$ cat src/rtl/if_pkg.sv
// Shared definitions for the instruction-fetch prefetch stage.
// Holds the default datapath width, the NOP value presented when nothing
// is valid, the default reset fetch address and the prefetch-queue entry type.
package if_pkg;

    localparam int IF_XLEN = 32;

    localparam logic [IF_XLEN-1:0] IF_NOP      = 32'h0000_0000;
    localparam logic [IF_XLEN-1:0] IF_RESET_PC = 32'h0000_0000;

    // One prefetch-queue entry: fetch address in the upper half, instruction in the lower half.
    typedef struct packed {
        logic [IF_XLEN-1:0] pc;
        logic [IF_XLEN-1:0] instr;
    } if_entry_t;

endpackage

$ cat src/rtl/if_prefetch_fifo.sv
// Prefetch queue for the fetch stage.
// Power-of-two depth circular buffer with a synchronous flush, simultaneous
// push/pop (including push into a full queue when the head pops the same edge),
// and full/empty flags plus an occupancy count.
module if_prefetch_fifo #(
    parameter int WIDTH = 64,
    parameter int DEPTH = 4
) (
    input  logic                     clk,
    input  logic                     rst,
    input  logic                     flush,
    input  logic                     push,
    input  logic [WIDTH-1:0]         push_data,
    input  logic                     pop,
    output logic [WIDTH-1:0]         head_data,
    output logic                     full,
    output logic                     empty,
    output logic [$clog2(DEPTH):0]   count
);

    localparam int AW = $clog2(DEPTH);
    localparam int CW = AW + 1;

    localparam logic [AW-1:0] PTR_ONE   = AW'(1'b1);
    localparam logic [CW-1:0] CNT_ONE   = CW'(1'b1);
    localparam logic [CW-1:0] CNT_DEPTH = CW'(DEPTH);

    logic [WIDTH-1:0] mem_r [DEPTH];
    logic [AW-1:0]    rd_ptr_r;
    logic [AW-1:0]    wr_ptr_r;
    logic [CW-1:0]    count_r;

    logic             do_push_s;
    logic             do_pop_s;

    // Qualify push/pop: pop needs data, push needs room or a concurrent pop.
    always_comb begin
        do_pop_s  = pop & ~empty;
        do_push_s = push & (~full | do_pop_s);
    end

    // Status flags and head are decoded straight from registered state.
    always_comb begin
        empty     = (count_r == {CW{1'b0}});
        full      = (count_r == CNT_DEPTH);
        count     = count_r;
        head_data = mem_r[rd_ptr_r];
    end

    // Pointer and occupancy bookkeeping; flush empties the queue at the edge.
    always_ff @(posedge clk or negedge rst) begin
        if (!rst) begin
            rd_ptr_r <= {AW{1'b0}};
            wr_ptr_r <= {AW{1'b0}};
            count_r  <= {CW{1'b0}};
        end else if (flush) begin
            rd_ptr_r <= {AW{1'b0}};
            wr_ptr_r <= {AW{1'b0}};
            count_r  <= {CW{1'b0}};
        end else begin
            if (do_push_s) begin
                wr_ptr_r <= wr_ptr_r + PTR_ONE;
            end else begin
                wr_ptr_r <= wr_ptr_r;
            end
            if (do_pop_s) begin
                rd_ptr_r <= rd_ptr_r + PTR_ONE;
            end else begin
                rd_ptr_r <= rd_ptr_r;
            end
            case ({do_push_s, do_pop_s})
                2'b10:   count_r <= count_r + CNT_ONE;
                2'b01:   count_r <= count_r - CNT_ONE;
                default: count_r <= count_r;
            endcase
        end
    end

    // Entry storage; a flush suppresses the write so no stale entry lands.
    always_ff @(posedge clk or negedge rst) begin
        if (!rst) begin
            for (int i = 0; i < DEPTH; i++) begin
                mem_r[i] <= {WIDTH{1'b0}};
            end
        end else if (do_push_s && !flush) begin
            mem_r[wr_ptr_r] <= push_data;
        end else begin
            mem_r[wr_ptr_r] <= mem_r[wr_ptr_r];
        end
    end

endmodule

$ cat src/rtl/if_prefetch_stage.sv
// Instruction-fetch prefetch stage.
// Issues in-order instruction-memory requests, queues responses with their
// fetch address, and delivers them downstream with validF/instructionF/PCF
// (PCF = fetch address + 4). A taken branch flushes the queue, redirects the
// fetch PC and discards every response still in flight.
// Optional feature: define IF_PERF_CNT_EN to add the fetchCount/flushCount
// performance counters.
module if_prefetch_stage
    import if_pkg::*;
#(
    parameter int             N        = IF_XLEN,
    parameter int             DEPTH    = 4,
    parameter logic [N-1:0]   RESET_PC = N'(IF_RESET_PC)
) (
    input  logic             clk,
    input  logic             rst,
    output logic             imem_req,
    output logic [N-1:0]     imem_addr,
    input  logic             imem_gnt,
    input  logic             imem_rvalid,
    input  logic [N-1:0]     imem_rdata,
    input  logic             branchTakenF,
    input  logic [N-1:0]     branchAdderF,
    input  logic             freezeF,
`ifdef IF_PERF_CNT_EN
    output logic [31:0]      fetchCount,
    output logic [31:0]      flushCount,
`endif
    output logic             validF,
    output logic [N-1:0]     instructionF,
    output logic [N-1:0]     PCF
);

    localparam int CW = $clog2(DEPTH) + 1;

    localparam logic [CW:0]   DEPTH_C    = (CW+1)'(DEPTH);
    localparam logic [CW-1:0] CNT_ONE    = CW'(1'b1);
    localparam logic [N-1:0]  PC_STEP    = N'(3'd4);
    localparam logic [N-1:0]  ALIGN_MASK = {{(N-2){1'b1}}, 2'b00};

    logic [N-1:0]    fetch_pc_r;
    logic [N-1:0]    resp_pc_r;
    logic [CW-1:0]   out_cnt_r;
    logic [CW-1:0]   disc_cnt_r;

    logic [CW-1:0]   fifo_count_s;
    logic            fifo_full_s;
    logic            fifo_empty_s;
    logic [2*N-1:0]  fifo_head_s;

    logic            room_s;
    logic            grant_s;
    logic            resp_discard_s;
    logic            push_s;
    logic            pop_s;
    logic [CW-1:0]   rv_cnt_s;
    logic [N-1:0]    branch_target_s;

    // Request/accept decisions for this cycle. The reset gate keeps the
    // request low while rst is asserted yet lets it rise the first cycle after.
    always_comb begin
        room_s          = ({1'b0, fifo_count_s} + {1'b0, out_cnt_r}) < DEPTH_C;
        imem_req        = rst & room_s & ~branchTakenF;
        imem_addr       = fetch_pc_r;
        grant_s         = imem_req & imem_gnt;
        rv_cnt_s        = {{(CW-1){1'b0}}, imem_rvalid};
        resp_discard_s  = branchTakenF | (disc_cnt_r != {CW{1'b0}});
        push_s          = imem_rvalid & ~resp_discard_s & (~fifo_full_s | pop_s);
        pop_s           = ~fifo_empty_s & ~freezeF & ~branchTakenF;
        branch_target_s = branchAdderF & ALIGN_MASK;
    end

    // Fetch PC, response PC and in-flight/discard counters; a branch wins over all else.
    always_ff @(posedge clk or negedge rst) begin
        if (!rst) begin
            fetch_pc_r <= RESET_PC;
            resp_pc_r  <= RESET_PC;
            out_cnt_r  <= {CW{1'b0}};
            disc_cnt_r <= {CW{1'b0}};
        end else if (branchTakenF) begin
            fetch_pc_r <= branch_target_s;
            resp_pc_r  <= branch_target_s;
            out_cnt_r  <= out_cnt_r - rv_cnt_s;
            disc_cnt_r <= out_cnt_r - rv_cnt_s;
        end else begin
            if (grant_s) begin
                fetch_pc_r <= fetch_pc_r + PC_STEP;
            end else begin
                fetch_pc_r <= fetch_pc_r;
            end
            if (push_s) begin
                resp_pc_r <= resp_pc_r + PC_STEP;
            end else begin
                resp_pc_r <= resp_pc_r;
            end
            case ({grant_s, imem_rvalid})
                2'b10:   out_cnt_r <= out_cnt_r + CNT_ONE;
                2'b01:   out_cnt_r <= out_cnt_r - CNT_ONE;
                default: out_cnt_r <= out_cnt_r;
            endcase
            if (imem_rvalid && (disc_cnt_r != {CW{1'b0}})) begin
                disc_cnt_r <= disc_cnt_r - CNT_ONE;
            end else begin
                disc_cnt_r <= disc_cnt_r;
            end
        end
    end

    if_prefetch_fifo #(
        .WIDTH (2*N),
        .DEPTH (DEPTH)
    ) u_fifo (
        .clk       (clk),
        .rst       (rst),
        .flush     (branchTakenF),
        .push      (push_s),
        .push_data ({resp_pc_r, imem_rdata}),
        .pop       (pop_s),
        .head_data (fifo_head_s),
        .full      (fifo_full_s),
        .empty     (fifo_empty_s),
        .count     (fifo_count_s)
    );

    // Downstream view of the queue head; NOP and zero PC while nothing is valid.
    always_comb begin
        validF = ~fifo_empty_s;
        if (validF) begin
            instructionF = fifo_head_s[N-1:0];
            PCF          = fifo_head_s[2*N-1:N] + PC_STEP;
        end else begin
            instructionF = N'(IF_NOP);
            PCF          = {N{1'b0}};
        end
    end

`ifdef IF_PERF_CNT_EN
    // Wrapping counts of instructions handed downstream and redirects taken.
    always_ff @(posedge clk or negedge rst) begin
        if (!rst) begin
            fetchCount <= 32'd0;
            flushCount <= 32'd0;
        end else begin
            if (pop_s) begin
                fetchCount <= fetchCount + 32'd1;
            end else begin
                fetchCount <= fetchCount;
            end
            if (branchTakenF) begin
                flushCount <= flushCount + 32'd1;
            end else begin
                flushCount <= flushCount;
            end
        end
    end
`endif

endmodule

$ cat config.mk
export PLATFORM = sky130hd
export DESIGN_NAME = if_prefetch_stage
export DESIGN_NICKNAME = d
export VERILOG_FILES = /design/src/rtl/if_pkg.sv /design/src/rtl/if_prefetch_fifo.sv /design/src/rtl/if_prefetch_stage.sv
export SDC_FILE = /design/constraint.sdc
export NUM_CORES = 1
export LEC_CHECK = 0
export BUFFER_PORTS_ARGS = -buffer_cell sky130_fd_sc_hd__buf_2
export CORE_UTILIZATION = 54
export DETAILED_ROUTE_END_ITERATION = 16
export PLACE_DENSITY = 0.84
export SLEW_MARGIN = 20
export SYNTH_ARGS = -nofsm -noshare
export SYNTH_HDL_FRONTEND = slang
export SYNTH_SLANG_ARGS = --single-unit
export TNS_END_PERCENT = 100
$ cat constraint.sdc
create_clock -name clk -period 2.63 [get_ports clk]
set_clock_uncertainty 0.05 [all_clocks]
set_input_delay 0.1315 -clock clk [delete_from_list [all_inputs] [get_ports clk]]
set_output_delay 0.1315 -clock clk [all_outputs]
set_load 0.01 [all_outputs]
==> summary.md, run 1 <==
| Metric | Value |
|---|---|
| Core area | 32780 um^2 |
| Tcrit/Tclk final | 1.194 |
| Sequential power share | 0.330 |
| GR Overflow Total | 0 |
| Reg-to-reg startpoint | out_cnt_r[2] |
| Post-route cell area | 22030 um^2 |
| Hold crit path type | in -> reg |
| Filler Cells Inserted | 2272 |
| Routed WL | 53.69 mm |
| Fmax | 318.6 MHz |
| Routability Congestion | 0.9153 |
| P_int | 14.44 mW |
| Share of layout cells above drive strength 1 | 0.2544 |
| Worst stage delay on the critical path | 530 ps |
| Violations in the final reports | negative setup slack |
| Net Switching | 9.070 mW |
| Via density | 6.488 |
| Clock Sinks | 329 |
| Cell at the root of the clock tree | clkbuf_16 |
| Worst-skew pair later-pin latency | 540 ps |
| Placed instance area | about 20000 um^2 |
| Yosys warns | 0 |
| Post-synth ARST share | 1.000 |
| Final setup viols | 27 |
| Cell Pwr Density | 1067 nW/um^2 |
| Clk slew on worst S/H paths | 60 ps |
| I/O pin cnt | 168 |
| Nets | 2025 |
| Num rows | 66 |
| Worst Setup EP | PCF[29] |
| GR Util All Layers | 0.3175 |
| Startpoint Class | flop |
| DRT iter0 DRCs | about 1.8k |
| Max-cap viol count | 0 |
| CP max FO | 7 |
| Die area | approximately 34000 um^2 |
| Slew @ Worst Pin | 930.7 ps |
| Required time worst endpoint | between 2000 and 2500 ps |
| CP Capture Type | output pin |
| Dpl hpwl | 32.94 mm |
| Final Instance Count excl. Fillers | 2411 |
| Initial Utilization | 0.5524 |
| RSZ-0062 raised after global routing | yes |
| CP Buf/Inv Count | 3 |
| Layout area overhead | 21.64% |
| CTS Buf Count | 37 |
| Max VDD drop | between 0.8 and 0.9 mV |
| Largest net degree at the start of global routing | 139 |
| Worst hold slack | ~48 ps |
| FF-to-FF path depth | 7 |
| Crit path max-delay family | simple AND/OR/NAND/NOR gates |
| Reg2reg setup slack | 110 ps |
| Met3 usage in global routing | 0.06960 |
| Core Util, Final | 0.6720 |
| Avg Cell Area, Syn | 10.60 um^2 |
| Critical path depth | 8 |
| Max-slew headroom | 0.3795 |
| Clock Power Share | 0.223 |
| Register area share after synthesis | 0.4546 |
| Number of iterations in the first detailed-routing pass | 6 |
| Synth Flop Type | dfrtp_1 |
| Crit path arrival time | 2960 ps |
| Synth Cell Area | 18110 um^2 |
| M2 GR Usage | 0.5296 |
| H-tree depth | 2 |
| Leakage Power | 8.737 nW |
| CP Cell Sequence | buf_12, buf_12, mux4_2, and4_4, nand4_4, or4_4, a21oi_2, buf_2 |
| Die H | 185.1 um |
| Met1 GRT Util | 0.3740 |
| Seq cells post-synth | between 300 and 400 |
| Global-route wire length before repair | 83.83 mm |
| Multi-input gate area | between 9000 and 10000 um^2 |
| Setup slack after layout | -509.1 ps |
| Final hold violation count | 0 |
| Worst path slowest cell | or4_4 |
| Antenna-violating nets left | 0 |
| Maximum clock insertion buffer count | 3 |
| Min Tclk post-route | around 3100 ps |
| Buffers added on ports | 163 |
| Setup CP Type | reg -> out |
| Status | finished with violations |
| Antenna Diode Count | 0 |
| Slew Limit Fails | 0 |
| Post-Place Setup Slack | -56.00 ps |
| Yosys cell types | 65 |
| GR peak layer | met2 |
| EDFF count, synth | 0 |
| Via Count | 15.64k |
| CTS tree | done |
| Number of global-route vias before repair | 15.96k |
| Combinational fraction of design power | 0.447 |
| RR Endpoint | imem_addr[26] |
| DRC errors left | 0 |
| Initial antenna violation count | 1 |
| Post-synthesis cell count | 1708 |
| Chip Width | 185.1 um |
| CP dominant cell by count | buf_12 |
| DP Cell Count | between 2k and 2.5k |
| Routed len/inst | 22.27 um |
| Register Area | between 8000 and 9000 um^2 |
| Sw Share | 0.3858 |
| Crit path from | u_fifo.rd_ptr_r[0] |
[how the worst min path moves through the flow]
| stage | startpoint | endpoint | slack [ps] | depth (start not counted) |
|---|---|---|---|---|
| after floorplan | rst | disc_cnt_r[0] | -210 | 0 |
| after global placement | rst | imem_addr[6] | 250 | 2 |
| after detailed placement | rst | imem_addr[5] | 250 | 2 |
| after CTS | imem_rvalid | disc_cnt_r[2] | 40 | 4 |
| after global routing | imem_rvalid | disc_cnt_r[2] | 80 | 4 |
| final | imem_rvalid | disc_cnt_r[2] | 50 | 4 |
[power groups by stage]
stage / sequential (mW) / clock [mW] / combinational [mW]
after floorplan: 7.28 / 0 / 6.54
after global placement: 7.60 / 0 / 8.90
after detailed placement: 7.74 / 0 / 9.24
after CTS: 7.65 / 5.29 / 9.91
after global routing: 7.90 / 5.47 / 11.3
final: 7.76 / 5.25 / 10.5
[flip-flops by register name, indices dropped and copies added, names as in the netlist]
signal	cells
resp_pc_r	30
u_fifo.mem_r	256
out_cnt_r	3
u_fifo.wr_ptr_r	2
disc_cnt_r	3
imem_addr	30
u_fifo.rd_ptr_r	2
u_fifo.count	3
[tightest hold or removal path: cells and delay by family]
kind	cells	cell delay, ps
AOI/OAI and AO/OA	1	150
and+or+nand+nor	1	90
xor gates and xnor gates	1	70
buffers and inverters	1	150
[stage by stage]
step / TNS, ps / power [mW]
after floorplan: 0 / 13.81
after global placement: 0 / 16.50
after detailed placement: -176.7 / 16.98
after CTS: -11460 / 22.85
after global routing: -12410 / 24.71
final: -9700 / 23.51
[cells by family after synthesis]
| logic type | count (synthesis) | synth area share |
|---|---|---|
| xor+xnor | 28 | 0.01354 |
| compound gates | 406 | 0.1292 |
| flops | 329 | 0.4546 |
| other cells | 1 | 0.0002071 |
| mux | 199 | 0.2015 |
| fa+ha+maj | 15 | 0.01119 |
| simple gates | 583 | 0.1523 |
| buf+inv | 147 | 0.03758 |
[placed cells by master, fill, tap and decap left out, drive strengths merged, types with 3 or more instances in the layout]
cell	count
a21oi	268
o211ai	18
ha	13
nor2	298
and3	28
or2	4
nand2	70
nand3	36
clkinv	10
mux4	128
a221o	12
a211o	3
or3	7
o21ai	46
clkbuf	53
o31ai	9
o311ai	28
o211a	3
dfrtp	329
nand4	27
and4	15
nor3	18
clkinvlp	3
nand2b	4
xnor2	15
xor2	13
mux2	8
nor4	5
or4	8
buf	257
dlygate4sd3	65
a31oi	6
a21boi	4
and2	56
mux2i	63
inv	16
[final cells by class]
| type | instances | area share |
|---|---|---|
| Inverter | 15 | 0.002556 |
| Sequential cell | 329 | 0.3741 |
| Multi-Input combinational cell | 1234 | 0.4290 |
| Clock inverter | 16 | 0.006758 |
| Tap cell | 442 | 0.02510 |
| Timing Repair Buffer | 323 | 0.1132 |
| Clock buffer | 52 | 0.04924 |
[what timing repair did]
item / in CTS / in global routing
hold endpoints to repair: 322 / 0
resized for setup: 34 / 30
hold buffers: 65 / 0
buffers inserted: 13 / 6
gates cloned: 1 / 1
endpoints found under the setup margin: 66 / 74
pin swaps: 21 / 10
[synth_stat cells, types with 3 or more instances]
cell type | instances | area share
buf_1 | 4 | 0.00083
or4_1 | 8 | 0.0033
a31oi_1 | 6 | 0.0021
a221o_1 | 12 | 0.0066
inv_1 | 14 | 0.0029
o211ai_1 | 18 | 0.0075
or2_2 | 4 | 0.0014
nor4_1 | 5 | 0.0017
nand2_1 | 70 | 0.015
and2_1 | 53 | 0.018
o311ai_0 | 28 | 0.014
xnor2_1 | 15 | 0.0073
buf_6 | 3 | 0.0019
xor2_1 | 13 | 0.0063
mux4_2 | 116 | 0.14
ha_1 | 13 | 0.0090
mux2i_1 | 63 | 0.035
nand2b_1 | 4 | 0.0014
dfrtp_1 | 329 | 0.45
nand4_1 | 24 | 0.0083
clkbuf_1 | 103 | 0.021
o31ai_1 | 9 | 0.0037
and4_1 | 11 | 0.0053
and3_1 | 27 | 0.0093
mux4_1 | 12 | 0.017
a211o_1 | 3 | 0.0015
or3_1 | 5 | 0.0017
o21ai_0 | 46 | 0.013
nor3_1 | 18 | 0.0050
nor2_1 | 298 | 0.062
buf_2 | 13 | 0.0036
a21boi_0 | 4 | 0.0017
clkbuf_8 | 5 | 0.0038
mux2_2 | 8 | 0.0050
a21oi_1 | 268 | 0.074
nand3_1 | 36 | 0.0099
o211a_1 | 3 | 0.0017
[layer usage]
metal	vias up	routed length, um
li1	6758	-
met3	232	4482
met2	907	26720
met5	-	0
met4	0	3288
met1	7745	19200
Power figures use the tool's default switching activity.
==> run 2, diff against run 1 <==
--- a/config.mk
+++ b/config.mk
@@ -8,9 +8,9 @@
 export BUFFER_PORTS_ARGS = -buffer_cell sky130_fd_sc_hd__buf_2
 export CORE_UTILIZATION = 54
 export DETAILED_ROUTE_END_ITERATION = 16
+export HOLD_SLACK_MARGIN = 0.08
 export PLACE_DENSITY = 0.84
 export SLEW_MARGIN = 20
 export SYNTH_ARGS = -nofsm -noshare
 export SYNTH_HDL_FRONTEND = slang
 export SYNTH_SLANG_ARGS = --single-unit
-export TNS_END_PERCENT = 100
==> summary.md, run 2 (synthesized netlist as in run 1, its figures left out) <==
| Metric | Value |
|---|---|
| Clock Sinks | 329 (unchanged) |
| Worst hold slack | 223.7 ps (+176.1 ps) |
| Min Tclk post-route | 3142 ps (+2.827 ps) |
| Final hold violation count | 0 (unchanged) |
| Buffers added on ports | 163 (unchanged) |
| Dpl hpwl | 32.94 mm (unchanged) |
| Placed instance area | 19750 um^2 (unchanged) |
| Num rows | 66 (unchanged) |
| Startpoint Class | flop |
| Nets | 2026 (+0.049%) |
| Setup CP Type | reg -> out |
| Setup_tns | -9702 ps (-2.580 ps) |
| Post-Place Setup Slack | -56.00 ps (unchanged) |
| Max reg flops | 256 (unchanged) |
| Routability Congestion | 0.9153 (unchanged) |
| Post-route cell area | 22040 um^2 (about the same) |
| Status | finished with violations |
| Initial Utilization | 0.5524 (unchanged) |
| Initial antenna violation count | 1 (unchanged) |
| CP Capture Type | output pin |
| Maximum clock insertion buffer count | 3 (unchanged) |
| Max-slew headroom | 0.3771 (-0.002383) |
| Reg with most FFs | u_fifo.mem_r |
| Commonest cells after routing, fill and taps aside | 325 x dfrtp_1, 298 x nor2_1, 267 x a21oi_1 |
| Max-cap viol count | 0 (unchanged) |
| Required time worst endpoint | 2450 ps (about the same) |
| Die H | 185.1 um (unchanged) |
| Core area | 32780 um^2 (unchanged) |
| GR Overflow Total | 0 (unchanged) |
| Hold crit path type | in -> async |
| DRC errors left | 0 (unchanged) |
| Routed len/inst | 22.35 um (+0.36%) |
| Chip Width | 185.1 um (unchanged) |
| Max VDD drop | 0.8536 mV (+0.34%) |
| Clk slew on worst S/H paths | 60 ps (about the same) |
| Core Util, Final | 0.6723 (about the same) |
| DRT iter0 DRCs | 1714 (-2.9%) |
| Crit path arrival time | 2960 ps (about the same) |
| Slew @ Worst Pin | 934.3 ps (+3.575 ps) |
| CP max FO | 7 (unchanged) |
| CTS Buf Count | 37 (unchanged) |
| Via density | 6.515 (+0.42%) |
| Worst-skew pair later-pin latency | 540 ps (about the same) |
| Largest net degree at the start of global routing | 139 (unchanged) |
| GR Util All Layers | 0.3188 (+0.001387) |
| Antenna-violating nets left | 0 (unchanged) |
| Antenna Diode Count | 0 (unchanged) |
| Cell at the root of the clock tree | clkbuf_16 |
| Leakage Power | 8.742 nW (about the same) |
| Slew Limit Fails | 0 (unchanged) |
| RSZ-0062 raised after global routing | yes |
| Number of iterations in the first detailed-routing pass | 6 (unchanged) |
| Routed WL | 53.91 mm (+0.41%) |
| CTS tree | done |
| Global-route wire length before repair | 84.10 mm (+0.33%) |
| Violations in the final reports | negative setup slack |
| Fmax | 318.3 MHz (about the same) |
| I/O pin cnt | 168 (unchanged) |
| FF-to-FF path depth | 7 (unchanged) |
| Number of global-route vias before repair | 15.98k (+0.18%) |
| Cell Pwr Density | 1068 nW/um^2 (about the same) |
| Share of layout cells above drive strength 1 | 0.2543 (about the same) |
| Via Count | 15.71k (+0.46%) |
| Setup slack after layout | -511.9 ps (-2.827 ps) |
| Die area | 34280 um^2 (unchanged) |
| DP Cell Count | 2259 (unchanged) |
| H-tree depth | 2 (unchanged) |
| Power Total | 23.53 mW (about the same) |
| Final Instance Count excl. Fillers | 2412 (+0.041%) |
| Commonest non-fill, non-tap cell in the layout | dfrtp_1 |
| Layout area overhead | 21.70% (about the same) |
| Final setup viols | 28 (+3.7%) |
| Tcrit/Tclk final | 1.195 (about the same) |
-- run 2: cell types whose count changed in the layout (fill, tap and decap cells not counted) --
cell / before / now
dlygate4sd3_1: 65 / 66
-- run 2: power by group --
part / switching (mW) / internal, mW
clock network: 2.16 / 3.10
registers: 1.33 / 6.44
logic: 5.60 / 4.90
total: 9.09 / 14.4
-- run 2: layout make-up --
type	count	area (um^2)
clock buffers	52	1085
clock inverters	16	148.9
fillers	2270	10740
inverters	15	56.30
multi-input cells	1234	9452
flip-flops and latches	329	8243
well taps	442	553.0
repair buffers	324	2504
-- run 2: final timing paths --
kind | endpoint | slack [ps] | startpoint
max reg2reg | imem_addr[26] | 140 | out_cnt_r[2]
min reg2reg | u_fifo.mem_r[97] | 490 | u_fifo.mem_r[97]
max in group asynchronous | u_fifo.wr_ptr_r[0] | 700 | rst
min | imem_addr[8] | 220 | rst
max | PCF[29] | -510 | u_fifo.rd_ptr_r[0]
min in group clk | imem_addr[27] | 280 | imem_gnt
-- run 2: what timing repair did --
action,in CTS,in global routing
hold endpoints to repair,332,0
pin swaps,21,10
cloned,1,1
hold buffers,66,0
endpoints found under the setup margin,66,74
resized for setup,34,30
setup buffers,13,6
-- run 2: per-layer routing --
layer,track usage,up-vias,part of all wire
li1,-,6764,-
met1,0.3766,7780,0.36
met2,0.5296,928,0.50
met3,0.07078,242,0.086
met4,0.2023,0,0.061
met5,0,-,0
-- run 2: worst max-delay path: stages (launching register included) --
cell and delay [ps]:
dfrtp_4 510, buf_12 150, buf_12 130, mux4_2 330
and4_4 300, nand4_4 170, or4_4 530, a21oi_2 140
buf_2 140
